**src/rtl/stopwatch_pkg.sv**
```systemverilog
// Shared types and digit helpers for the stopwatch time-keeping core.
// Digits are carried as 5-bit values to match the display driver interface.
package stopwatch_pkg;

  typedef enum logic {
    PAUSED = 1'b0,
    RUN    = 1'b1
  } state_t;

  typedef logic [4:0] digit_t;

  localparam digit_t DIGIT_MAX    = 5'd9;
  localparam digit_t SEC_TENS_MAX = 5'd5;

  // Comparisons use >= so an out-of-range digit is pulled back to 0 instead of running away.
  function automatic logic digit_wraps(input digit_t d, input digit_t max);
    return d >= max;
  endfunction

  function automatic digit_t digit_inc(input digit_t d, input digit_t max);
    return (d >= max) ? 5'd0 : d + 5'd1;
  endfunction

endpackage

```
**src/rtl/tick_divider.sv**
```systemverilog
// Free-running prescaler: counts 0..DIV-1 while enabled and pulses tick in the last cycle.
// clr beats en; with en low the count simply holds, which lets a paused stopwatch keep its fraction.
module tick_divider #(
  parameter int DIV = 2
) (
  input  logic clk,
  input  logic rst,
  input  logic en,
  input  logic clr,
  output logic tick
);

  localparam int           W    = (DIV > 1) ? $clog2(DIV) : 1;
  localparam logic [W-1:0] LAST = W'(DIV - 1);

  logic [W-1:0] count;

  always_ff @(posedge clk) begin
    if (rst) begin
      count <= '0;
    end else if (clr) begin
      count <= '0;
    end else if (en) begin
      if (count == LAST) begin
        count <= '0;
      end else begin
        count <= count + W'(1);
      end
    end
  end

  assign tick = en && !clr && (count == LAST);

endmodule

```
**src/rtl/stopwatch_counter.sv**
```systemverilog
// MM:SS stopwatch core: run/adjust prescalers, pause/run FSM and the BCD carry chain.
// Adjust mode freezes normal counting and steps the selected field at the adjust rate.
module stopwatch_counter
  import stopwatch_pkg::*;
#(
  parameter int CLK_HZ = 100_000_000,
  parameter int RUN_HZ = 1,
  parameter int ADJ_HZ = 2
) (
  input  logic       clk,
  input  logic       rst,
  input  logic       pause,
  input  logic       adj,
  input  logic       sel,
  output logic [4:0] min_l,
  output logic [4:0] min_r,
  output logic [4:0] sec_l,
  output logic [4:0] sec_r,
  output logic       running,
  output logic       blink
);

  localparam int RUN_DIV = CLK_HZ / RUN_HZ;
  localparam int ADJ_DIV = CLK_HZ / ADJ_HZ;

  state_t state;
  state_t state_next;

  logic   run_en;
  logic   run_tick;
  logic   adj_tick;

  digit_t min_l_next;
  digit_t min_r_next;
  digit_t sec_l_next;
  digit_t sec_r_next;

  // Run prescaler holds its value whenever counting is suspended, preserving the fractional second.
  assign run_en = (state == RUN) && !adj;

  tick_divider #(
    .DIV(RUN_DIV)
  ) u_run_div (
    .clk  (clk),
    .rst  (rst),
    .en   (run_en),
    .clr  (1'b0),
    .tick (run_tick)
  );

  tick_divider #(
    .DIV(ADJ_DIV)
  ) u_adj_div (
    .clk  (clk),
    .rst  (rst),
    .en   (adj),
    .clr  (!adj),
    .tick (adj_tick)
  );

  always_ff @(posedge clk) begin
    if (rst) begin
      state <= PAUSED;
    end else begin
      state <= state_next;
    end
  end

  always_comb begin
    state_next = state;
    if (pause) begin
      state_next = (state == RUN) ? PAUSED : RUN;
    end
  end

  assign running = (state == RUN);

  // run_tick and adj_tick are mutually exclusive because run_en requires adj low.
  always_comb begin
    min_l_next = min_l;
    min_r_next = min_r;
    sec_l_next = sec_l;
    sec_r_next = sec_r;
    if (run_tick) begin
      sec_r_next = digit_inc(sec_r, DIGIT_MAX);
      if (digit_wraps(sec_r, DIGIT_MAX)) begin
        sec_l_next = digit_inc(sec_l, SEC_TENS_MAX);
        if (digit_wraps(sec_l, SEC_TENS_MAX)) begin
          min_r_next = digit_inc(min_r, DIGIT_MAX);
          if (digit_wraps(min_r, DIGIT_MAX)) begin
            min_l_next = digit_inc(min_l, DIGIT_MAX);
          end
        end
      end
    end else if (adj_tick) begin
      if (!sel) begin
        sec_r_next = digit_inc(sec_r, DIGIT_MAX);
        if (digit_wraps(sec_r, DIGIT_MAX)) begin
          sec_l_next = digit_inc(sec_l, SEC_TENS_MAX);
        end
      end else begin
        min_r_next = digit_inc(min_r, DIGIT_MAX);
        if (digit_wraps(min_r, DIGIT_MAX)) begin
          min_l_next = digit_inc(min_l, DIGIT_MAX);
        end
      end
    end
  end

  always_ff @(posedge clk) begin
    if (rst) begin
      min_l <= 5'd0;
      min_r <= 5'd0;
      sec_l <= 5'd0;
      sec_r <= 5'd0;
    end else begin
      min_l <= min_l_next;
      min_r <= min_r_next;
      sec_l <= sec_l_next;
      sec_r <= sec_r_next;
    end
  end

  // Blink flips at the adjust rate and is held on whenever adjust mode is off.
  always_ff @(posedge clk) begin
    if (rst) begin
      blink <= 1'b1;
    end else if (!adj) begin
      blink <= 1'b1;
    end else if (adj_tick) begin
      blink <= ~blink;
    end
  end

endmodule

```
**config.mk**
```make
export PLATFORM = sky130hd
export DESIGN_NAME = stopwatch_counter
export DESIGN_NICKNAME = d
export VERILOG_FILES = /design/src/rtl/stopwatch_pkg.sv /design/src/rtl/tick_divider.sv /design/src/rtl/stopwatch_counter.sv
export SDC_FILE = /design/constraint.sdc
export NUM_CORES = 1
export LEC_CHECK = 0
export BUFFER_PORTS_ARGS = -buffer_cell sky130_fd_sc_hd__buf_2
export CAP_MARGIN = 0
export CORE_ASPECT_RATIO = 2
export CORE_UTILIZATION = 37
export DETAILED_ROUTE_END_ITERATION = 10
export PLACE_DENSITY_LB_ADDON = 0.08
export SYNTH_ARGS = -nofsm -noshare
export SYNTH_HDL_FRONTEND = slang
export SYNTH_SLANG_ARGS = --single-unit
```
**constraint.sdc**
```tcl
create_clock -name clk -period 3.3 [get_ports clk]
set_input_delay 0.33 -clock clk [delete_from_list [all_inputs] [get_ports clk]]
set_output_delay 0.33 -clock clk [all_outputs]
set_load 0.01 [all_outputs]
```
==> results of run 1 <==
per-layer routing:
metal	routed length, µm	GRT usage	up-vias
met2	4570	0.334	29
met5	0	0	-
met3	183	0.0331	13
met4	178	0.0821	0
li1	-	-	1470
met1	3150	0.169	1417
kinds of logic after synthesis:
family,count (synthesis),synth area share
xor gates and xnor gates,50,0.124
adders and majority gates,10,0.0355
muxes,3,0.00923
and+or+nand+nor,201,0.314
AOI/OAI and AO/OA,37,0.0696
buffers and inverters,19,0.0213
DFF,75,0.426
Yosys cell counts (2+ instances only):
master	count
nor2b_1	4
o21ai_0	8
mux2_2	2
xor2_1	34
nor4_4	2
and4_1	9
a21oi_1	13
or3_1	3
nor4_1	3
nand4b_1	3
o32ai_1	2
or4_1	3
buf_2	3
o41ai_1	2
nor3b_1	5
ha_1	10
nor2_1	63
o31ai_1	2
dfxtp_1	75
nand2_1	18
nand3_1	27
nand2b_1	3
and3_1	18
xnor2_1	16
nand4_1	18
clkbuf_1	6
nor3_1	13
inv_1	9
power by group:
group / internal (mW) / total (mW) / switching [mW]
logic: 0.0110 / 0.0346 / 0.0236
registers: 0.910 / 0.914 / 0.00400
clock network: 0.548 / 0.908 / 0.360
through the flow:
stage | area, µm² | hold WS (ns)
2_1_floorplan | 3520 | 0.430
3_3_place_gp | 3760 | 0.451
6_report | 4040 | 0.241
4_1_cts | 4040 | 0.233
3_5_place_dp | 3760 | 0.459
5_1_grt | 4040 | 0.267
area by class of cell:
class,instances,area [µm²],area share
Multi-Input combinational cell,301,1950,0.482
Sequential cell,75,1500,0.372
Clock buffer,14,264,0.0654
Timing Repair Buffer,29,153,0.0378
Tap cell,104,130,0.0322
Inverter,9,33.8,0.00836
Clock inverter,2,10.0,0.00248
worst max-delay path by stage:
stage	endpoint	depth (start not counted)	slack (ns)	startpoint
finish	sec_l[1]	6	0.99	u_run_div.count[0]
global route	sec_l[0]	6	0.77	u_run_div.count[0]
CTS	sec_l[1]	6	0.96	u_run_div.count[0]
detailed placement	sec_l[1]	6	0.97	u_run_div.count[0]
global placement	sec_l[0]	6	0.97	u_run_div.count[0]
floorplan	sec_l[2]	6	1.28	u_adj_div.count[16]
sequential cells by signal, summed over array words and instances, names as in the netlist:
| signal | cells |
|---|---|
| u_run_div.count | 27 |
| u_adj_div.count | 26 |
| min_l | 5 |
| min_r | 5 |
| sec_l | 5 |
| sec_r | 5 |
| blink | 1 |
| running | 1 |
critical path, delay by kind of cell (launching register included):
kind	cells	cell delay [ns]
adders and majority gates	1	0.20
AOI/OAI and AO/OA	2	0.41
DFF	1	0.36
and+or+nand+nor	3	1.27
==> out/results.tsv, run 1 <==
metric	value	unit
status	finished with violations	
violations	design-rule violations	
die_w	71	µm
seq_area_frac_synth	0.426	
placement_rows	50	
grtUsageTotal	0.172	
synth.avg_cell_area	8.92	µm²
rr_worst_depth	6	
area_growth	14.6	%
postCtsSetupBuffers	0	
fin_worst_skew	0.00526	ns
yosys_warnings	0	
min_period	2.31	ns
setup_viol_count_final	0	
total_power	1.86	mW
crit_path_end_kind	flop	
crit_required	3.57	ns
start_kind	flop	
root_buffer	clkbuf_16	
holdCritPathClass	input port to flop	
mostFrequentLayoutCell	dfxtp_1	
grt_max_degree	28	
syn_inst	395	
cts-htree-levels	3	
power_density	460	mW/mm²
drc_errors	2	
finalNonFillerCells	534	
antenna_found_initial	0	
synth_flop_cell	dfxtp_1	
wl_per_cell	15.1	µm
worstSetupPathType	flop to flop	
rr_endpoint	sec_l[1]	
clkSinkCount	75	
crit_arrival	2.58	ns
drt_wl_total	8080	µm
hold_end	running	
rrSetupSlack	0.99	ns
slew_violations	0	
leakage	1.54	nW
post-place-ws	0.973	ns
min-delay-start	pause	
reg2reg_from	u_run_div.count[0]	
cts-buffers-inserted	9	
io_pins	27	
fin_tns_setup	0	ns
ys_top_cells_by_area	dfxtp_1 43%, xor2_1 8.5%, nor2_1 6.7%	
num_vias	2929	
path_cells	ha_1 > nand4b_1 > nor4_2 > a22oi_2 > or4_1 > a21oi_1	
synth.net_count	410	
critPathMaxFanout	12	
die-area	0.00994	mm²
hpwl	5900	µm
nFillCells	938	
core-area	0.00932	mm²
first_iter_violations	177	
routed_via_density	5.49	
synth_top_area_frac	0.426	
cts_tree	done	
portBuffers	26	
worst_slack	0.989	ns
die_h	140	µm
clkTransAtPathRegs	0.06	ns
worst_pin_slew	0.696	ns
ctsResizeCount	0	
cts_hold_buf	0	
gp_congestion	0.748	
period_share	0.700	
ant_nets	0	
drive_above_1_share	0.121	
start_util	0.378	
detail_route.first_pass.iterations	9	
placed_cells	518	
hold_viol	0	
slew_headroom	0.532	
fmax	0.433	GHz
fin_util	0.433	
synth-seq-cells	75	
overflow	0	
cts_max_path_buffers	2	
max_stage_delay	0.57	ns
rsz0062_at_grt	no	
async_flop_share	0	
yosysUniqueCellTypes	49	
grt_pass1_wl	13300	µm
min_path_cells	3	
yosys.area.top_type	dfxtp_1	
diodes	0	
critPathSlowestCell	nor4_2	
syn_area	0.00352	mm²
ir_drop	236	µV
layout_common_cells	75 x dfxtp_1, 63 x nor2_1, 34 x xor2_1	
synth_edf_count	0	
insertion_delay	0.34	ns
nets	440	
cap_violations	0	
grt_pass1_vias	2790	
Power figures use the tool's default switching activity.
==> inputs of run 2 (changes only) <==
clock period = 2.32 ns   (was 3.3 ns; I/O delays follow)
==> run 2 against run 1 <==
  * Utilization is 2.1 points higher
  * Power grew 67%
  * Cell area increased by 4.9%
  * Critical path type unchanged
  * The run now ends clean
  * Maximum frequency is 7.3% higher
  * Hold slack lost 0.10 ns
  * Routed wire length rose by 1.1%
==> out/results.tsv, run 2 (synthesis gave the netlist of run 1 again) <==
metric	value	unit	change
core-area	0.00932	mm²	unchanged
cts_hold_buf	0		unchanged
fin_worst_skew	0.00670	ns	was 0.00526 ns
grt_pass1_wl	13800	µm	was 13,300 µm
min_period	2.15	ns	was 2.31 ns
die-area	0.00994	mm²	unchanged
multi_input_area	0.00195	mm²	unchanged
postCtsSetupBuffers	0		unchanged
root_buffer	clkbuf_16		unchanged
reg2reg_from	u_run_div.count[0]		unchanged
antenna_found_initial	0		unchanged
crit_arrival	2.42	ns	was 2.58 ns
leakage	1.64	nW	was 1.54 nW
ant_nets	0		unchanged
area_growth	20.2	%	was 14.6%
die_w	71	µm	unchanged
met3_usage	0.0374		was 0.0331
wl_per_cell	15.0	µm	was 15.1 µm
nFillCells	919		was 938
regArea	0.00150	mm²	unchanged
placed_cells	529		was 518
hold_viol	0		unchanged
worst_pin_slew	0.523	ns	was 0.696 ns
drive_above_1_share	0.147		was 0.121
startpoint	u_run_div.count[0]		unchanged
drc_errors	0		was 2
total_power	3.11	mW	was 1.86 mW
critPathSlowestCell	dfxtp_1		was nor4_2
nets	451		was 440
cts-htree-levels	3		unchanged
rsz0062_at_grt	no		unchanged
use_met1	0.188		was 0.169
grtUsageTotal	0.178		was 0.172
clkTransAtPathRegs	0.06	ns	about the same
cp_common_cell	buf_4		
diodes	0		unchanged
mostFrequentLayoutCell	dfxtp_1		unchanged
drt_wl_total	8170	µm	was 8080 µm
regMostFlops	u_run_div.count		unchanged
grt_max_degree	28		unchanged
max_stage_delay	0.38	ns	was 0.57 ns
largest_reg_flops	27		unchanged
busiest_layer	met2		unchanged
ir_drop	378	µV	was 236 µV
die_h	140	µm	unchanged
holdCritPathClass	input port to flop		unchanged
num_vias	2933		was 2,929
min-delay-start	pause		unchanged
clkSinkCount	75		unchanged
hpwl	5930	µm	was 5900 µm
fin_tns_setup	0	ns	unchanged
routed_via_density	5.38		was 5.49
layout_common_cells	75 x dfxtp_1, 63 x nor2_1, 34 x xor2_1		unchanged
insertion_delay	0.34	ns	about the same
largestRegisters	u_run_div.count (27), u_adj_div.count (26)		unchanged
worstSetupPathType	flop to flop		unchanged
period_share	0.928		was 0.700
critPathMaxFanout	8		was 12
slew_headroom	0.649		was 0.532
first_iter_violations	178		was 177
cts_max_path_buffers	2		unchanged
path_cells	ha_1 > nand4b_1 > nor4_2 > buf_4 > a22oi_2 > buf_4 > or3_1 > a21oi_1		was ha_1 > nand4b_1 > nor4_2 > a22oi_2 > or4_1 > a21oi_1
gp_congestion	0.846		was 0.748
start_util	0.378		unchanged
slew_violations	0		unchanged
ctsResizeCount	0		unchanged
cap_violations	0		unchanged
setup_viol_count_final	0		unchanged
met2_usage	0.333		was 0.334
grt_pass1_vias	2884		was 2,790
finalNonFillerCells	545		was 534
io_pins	27		unchanged
crit_required	2.58	ns	was 3.57 ns
crit_path_end_kind	flop		unchanged
overflow	0		unchanged
start_kind	flop		unchanged
portBuffers	26		unchanged
status	finished clean		was finished with violations
cts-buffers-inserted	9		unchanged
detail_route.first_pass.iterations	6		was 9
power_density	733	mW/mm²	was 460 mW/mm²
fmax	0.464	GHz	was 0.433 GHz
cts_tree	done		unchanged
placement_rows	50		unchanged
[run 2: cell count changes in the layout (fill, tap and decap cells not counted)]
cell	change
buf_4	+10
bufinv_16	+4
clkbuf_1	-2
clkinv_2	-2
buf_12	+1
[run 2: metrics by stage]
stage	hold WS, ns	utilization	area [µm²]	worst slack, ns
2_1_floorplan	0.342	-	3520	0.297
3_3_place_gp	0.457	0.414	3860	0.223
3_5_place_dp	0.469	0.414	3860	0.166
4_1_cts	0.132	0.454	4240	0.155
5_1_grt	0.156	0.454	4240	0.00160
6_report	0.139	0.454	4240	0.166
[run 2: where the power goes]
part / internal, mW / switching (mW) / total [mW]
Sequential: 1.29 / 0.00635 / 1.30
Combinational: 0.0187 / 0.0347 / 0.0534
Clock: 1.22 / 0.535 / 1.75
Total: 2.53 / 0.576 / 3.11
[run 2: worst paths after layout]
path	to	slack [ns]	cells past startpoint
max	sec_r[0]	0.17	8
min	running	0.14	3
max reg2reg	sec_r[0]	0.17	8
min reg2reg	u_adj_div.count[0]	0.48	1
[run 2: worst max-delay path: cells and delay by family (launching register included)]
family          cells  cell delay (ns)
fa+ha+maj           1             0.20
compound gates      2             0.25
buf+inv             2             0.39
flops               1             0.38
simple gates        3             0.86
[run 2: per-layer routing]
layer	vias to the layer above	wire length, µm
met4	0	172
met1	1398	3310
li1	1489	-
met2	31	4480
met3	15	203
met5	-	0
[run 2: layout make-up]
class                      count  area share
timing repair buffer          40      0.0585
clock buffer                  12      0.0605
sequential                    75       0.354
clock inverter                 4      0.0284
tap                          104      0.0307
multi-input combinational    301       0.460
inverter                       9     0.00797
==> inputs of run 3 (changes only) <==
CTS_BUF_LIST = sky130_fd_sc_hd__clkbuf_8   (was default)
==> run 3 against run 2 <==
  * Combinational power about the same
  * Critical path type unchanged
  * Power down 12%
  * Via count up 0.72%
  * Cell count unchanged
  * Sequential power about the same
  * Flip-flop and latch count unchanged
  * First-iteration DRC count down 2.2%
  * Cell area down 2.4%
  * Routed wire length up 0.34%
  * Clock power down 21%
  * Maximum frequency up 1.5%
==> out/results.tsv, run 3 (synthesis gave the netlist of run 1 again) <==
metric	value	unit	change
crit_path_end_kind	flop		unchanged
rr_endpoint	min_l[0]		was sec_r[0]
portBuffers	26		unchanged
drc_errors	0		unchanged
reg2reg_from	u_adj_div.count[18]		was u_run_div.count[0]
grt_pass1_vias	2880		was 2,884
nets	451		unchanged
largestRegisters	u_run_div.count (27), u_adj_div.count (26)		unchanged
worst_slack	0.199	ns	was 0.166 ns
root_buffer	clkbuf_8		was clkbuf_16
cts_tree	done		unchanged
worst_pin_slew	0.532	ns	was 0.523 ns
status	finished clean		unchanged
overflow	0		unchanged
rsz0062_at_grt	no		unchanged
clkTransAtPathRegs	0.08	ns	was 0.06 ns
placement_rows	50		unchanged
p_comb_frac	0.020		was 0.017
post-place-ws	0.166	ns	unchanged
start_util	0.378		unchanged
met2_usage	0.331		was 0.333
fin_tns_setup	0	ns	unchanged
ir_drop	355	µV	was 378 µV
pwr-share-clk	0.505		was 0.564
hpwl	5930	µm	unchanged
ctsResizeCount	0		unchanged
num_vias	2954		was 2,933
p_int	2.19	mW	was 2.53 mW
slew_violations	0		unchanged
antenna_found_initial	0		unchanged
cap_violations	0		unchanged
setup_viol_count_final	0		unchanged
min_period	2.12	ns	was 2.15 ns
leakage	1.60	nW	was 1.64 nW
p_sw_frac	0.198		was 0.185
period_share	0.914		was 0.928
grt_pass1_wl	13800	µm	about the same
path_delay_family	simple AND/OR/NAND/NOR gates		unchanged
hold_end	running		unchanged
rr_worst_depth	5		was 8
detail_route.first_pass.iterations	6		unchanged
path_buf_inv	0		was 2
worstSetupPathType	flop to flop		unchanged
netSwitchingPower	0.539	mW	was 0.576 mW
nFillCells	932		was 919
crit_required	2.57	ns	was 2.58 ns
min-delay-start	pause		unchanged
drive_above_1_share	0.147		unchanged
mostFrequentLayoutCell	dfxtp_1		unchanged
seqPwrFrac	0.476		was 0.418
io_pins	27		unchanged
fmax	0.471	GHz	was 0.464 GHz
path_cells	or4_4 > nor3_1 > and4_1 > o21ai_2 > mux2_2		was ha_1 > nand4b_1 > nor4_2 > buf_4 > a22oi_2 > buf_4 > or3_1 > a21oi_1
rrSetupSlack	0.20	ns	was 0.17 ns
critPathSlowestCell	or4_4		was dfxtp_1
min_path_cells	3		unchanged
cts-buffers-inserted	9		unchanged
diodes	0		unchanged
holdCritPathClass	input port to flop		unchanged
die_h	140	µm	unchanged
cts_max_path_buffers	2		unchanged
whs	0.110	ns	was 0.139 ns
routed_via_density	5.42		was 5.38
cts-htree-levels	3		unchanged
first_iter_violations	174		was 178
hold_viol	0		unchanged
total_power	2.73	mW	was 3.11 mW
die_w	71	µm	unchanged
power_density	660	mW/mm²	was 733 mW/mm²
largest_reg_flops	27		unchanged
drt_wl_total	8190	µm	was 8170 µm
clkSinkCount	75		unchanged
ant_nets	0		unchanged
die-area	0.00994	mm²	unchanged
busiest_layer	met2		unchanged
grt_max_degree	28		unchanged
max_stage_delay	0.57	ns	was 0.38 ns
grtUsageTotal	0.177		was 0.178
gp_congestion	0.846		unchanged
slew_headroom	0.642		was 0.649
critPathMaxFanout	6		was 8
area_growth	17.4	%	was 20.2%
start_kind	flop		unchanged
regMostFlops	u_run_div.count		unchanged
layout_common_cells	75 x dfxtp_1, 63 x nor2_1, 34 x xor2_1		unchanged
wl_per_cell	15.0	µm	about the same
fin_worst_skew	0.00951	ns	was 0.00670 ns
core-area	0.00932	mm²	unchanged
met3_usage	0.0309		was 0.0374
insertion_delay	0.36	ns	was 0.34 ns
use_met1	0.189		was 0.188
crit_arrival	2.37	ns	was 2.42 ns
-- run 3: changes by cell type in the layout (fill, tap and decap cells not counted), sizes merged --
cell / previous run / this run
inv: 9 / 10
clkbuf: 12 / 11
-- run 3: area by class of cell --
type | count | area [µm²] | area share
multi-input combinational | 301 | 1950 | 0.471
sequential | 75 | 1500 | 0.363
timing repair buffer | 40 | 248 | 0.0599
clock buffer | 11 | 151 | 0.0366
tap | 104 | 130 | 0.0315
clock inverter | 5 | 124 | 0.0300
inverter | 9 | 33.8 | 0.00817
-- run 3: worst max-delay path by stage --
stage | startpoint | endpoint | slack, ns | cells after the start
2_1_floorplan | u_adj_div.count[16] | sec_l[2] | 0.30 | 6
3_3_place_gp | u_adj_div.count[16] | sec_l[1] | 0.22 | 5
3_5_place_dp | u_adj_div.count[16] | min_l[0] | 0.17 | 5
4_1_cts | u_adj_div.count[16] | min_l[0] | 0.15 | 5
5_1_grt | u_adj_div.count[0] | sec_r[0] | 0.009 | 7
6_report | u_adj_div.count[18] | min_l[0] | 0.20 | 5
-- run 3: layer usage --
metal  vias to the layer above  wire (µm)
li1                       1489          -
met1                      1420       3290
met2                        35       4530
met3                        10        193
met4                         0        177
met5                         -          0
-- run 3: per-stage QoR --
| step | instances | cell area, µm² | utilization |
|---|---|---|---|
| 2_1_floorplan | 395 | 3520 | - |
| 3_3_place_gp | 529 | 3860 | 0.414 |
| 3_5_place_dp | 529 | 3860 | 0.414 |
| 4_1_cts | 545 | 4140 | 0.444 |
| 5_1_grt | 545 | 4140 | 0.444 |
| 6_report | 545 | 4140 | 0.444 |
-- run 3: what timing repair did --
item	CTS	global route
endpoints found under the setup margin	0	1
setup buffers	0	0
hold buffers	0	0
-- run 3: power by group through the flow --
stage | combinational (mW) | clock, mW | sequential, mW
after floorplan | 0.0313 | 0 | 1.33
after global placement | 0.0543 | 0 | 1.33
after detailed placement | 0.0548 | 0 | 1.33
after CTS | 0.0549 | 1.41 | 1.30
after global routing | 0.0596 | 1.46 | 1.30
final | 0.0535 | 1.38 | 1.30
-- run 3: worst min-delay path, delay by kind of cell --
family | cells | cell delay (ns)
xor gates and xnor gates | 1 | 0.05
and+or+nand+nor | 1 | 0.07
buffers and inverters | 1 | 0.08
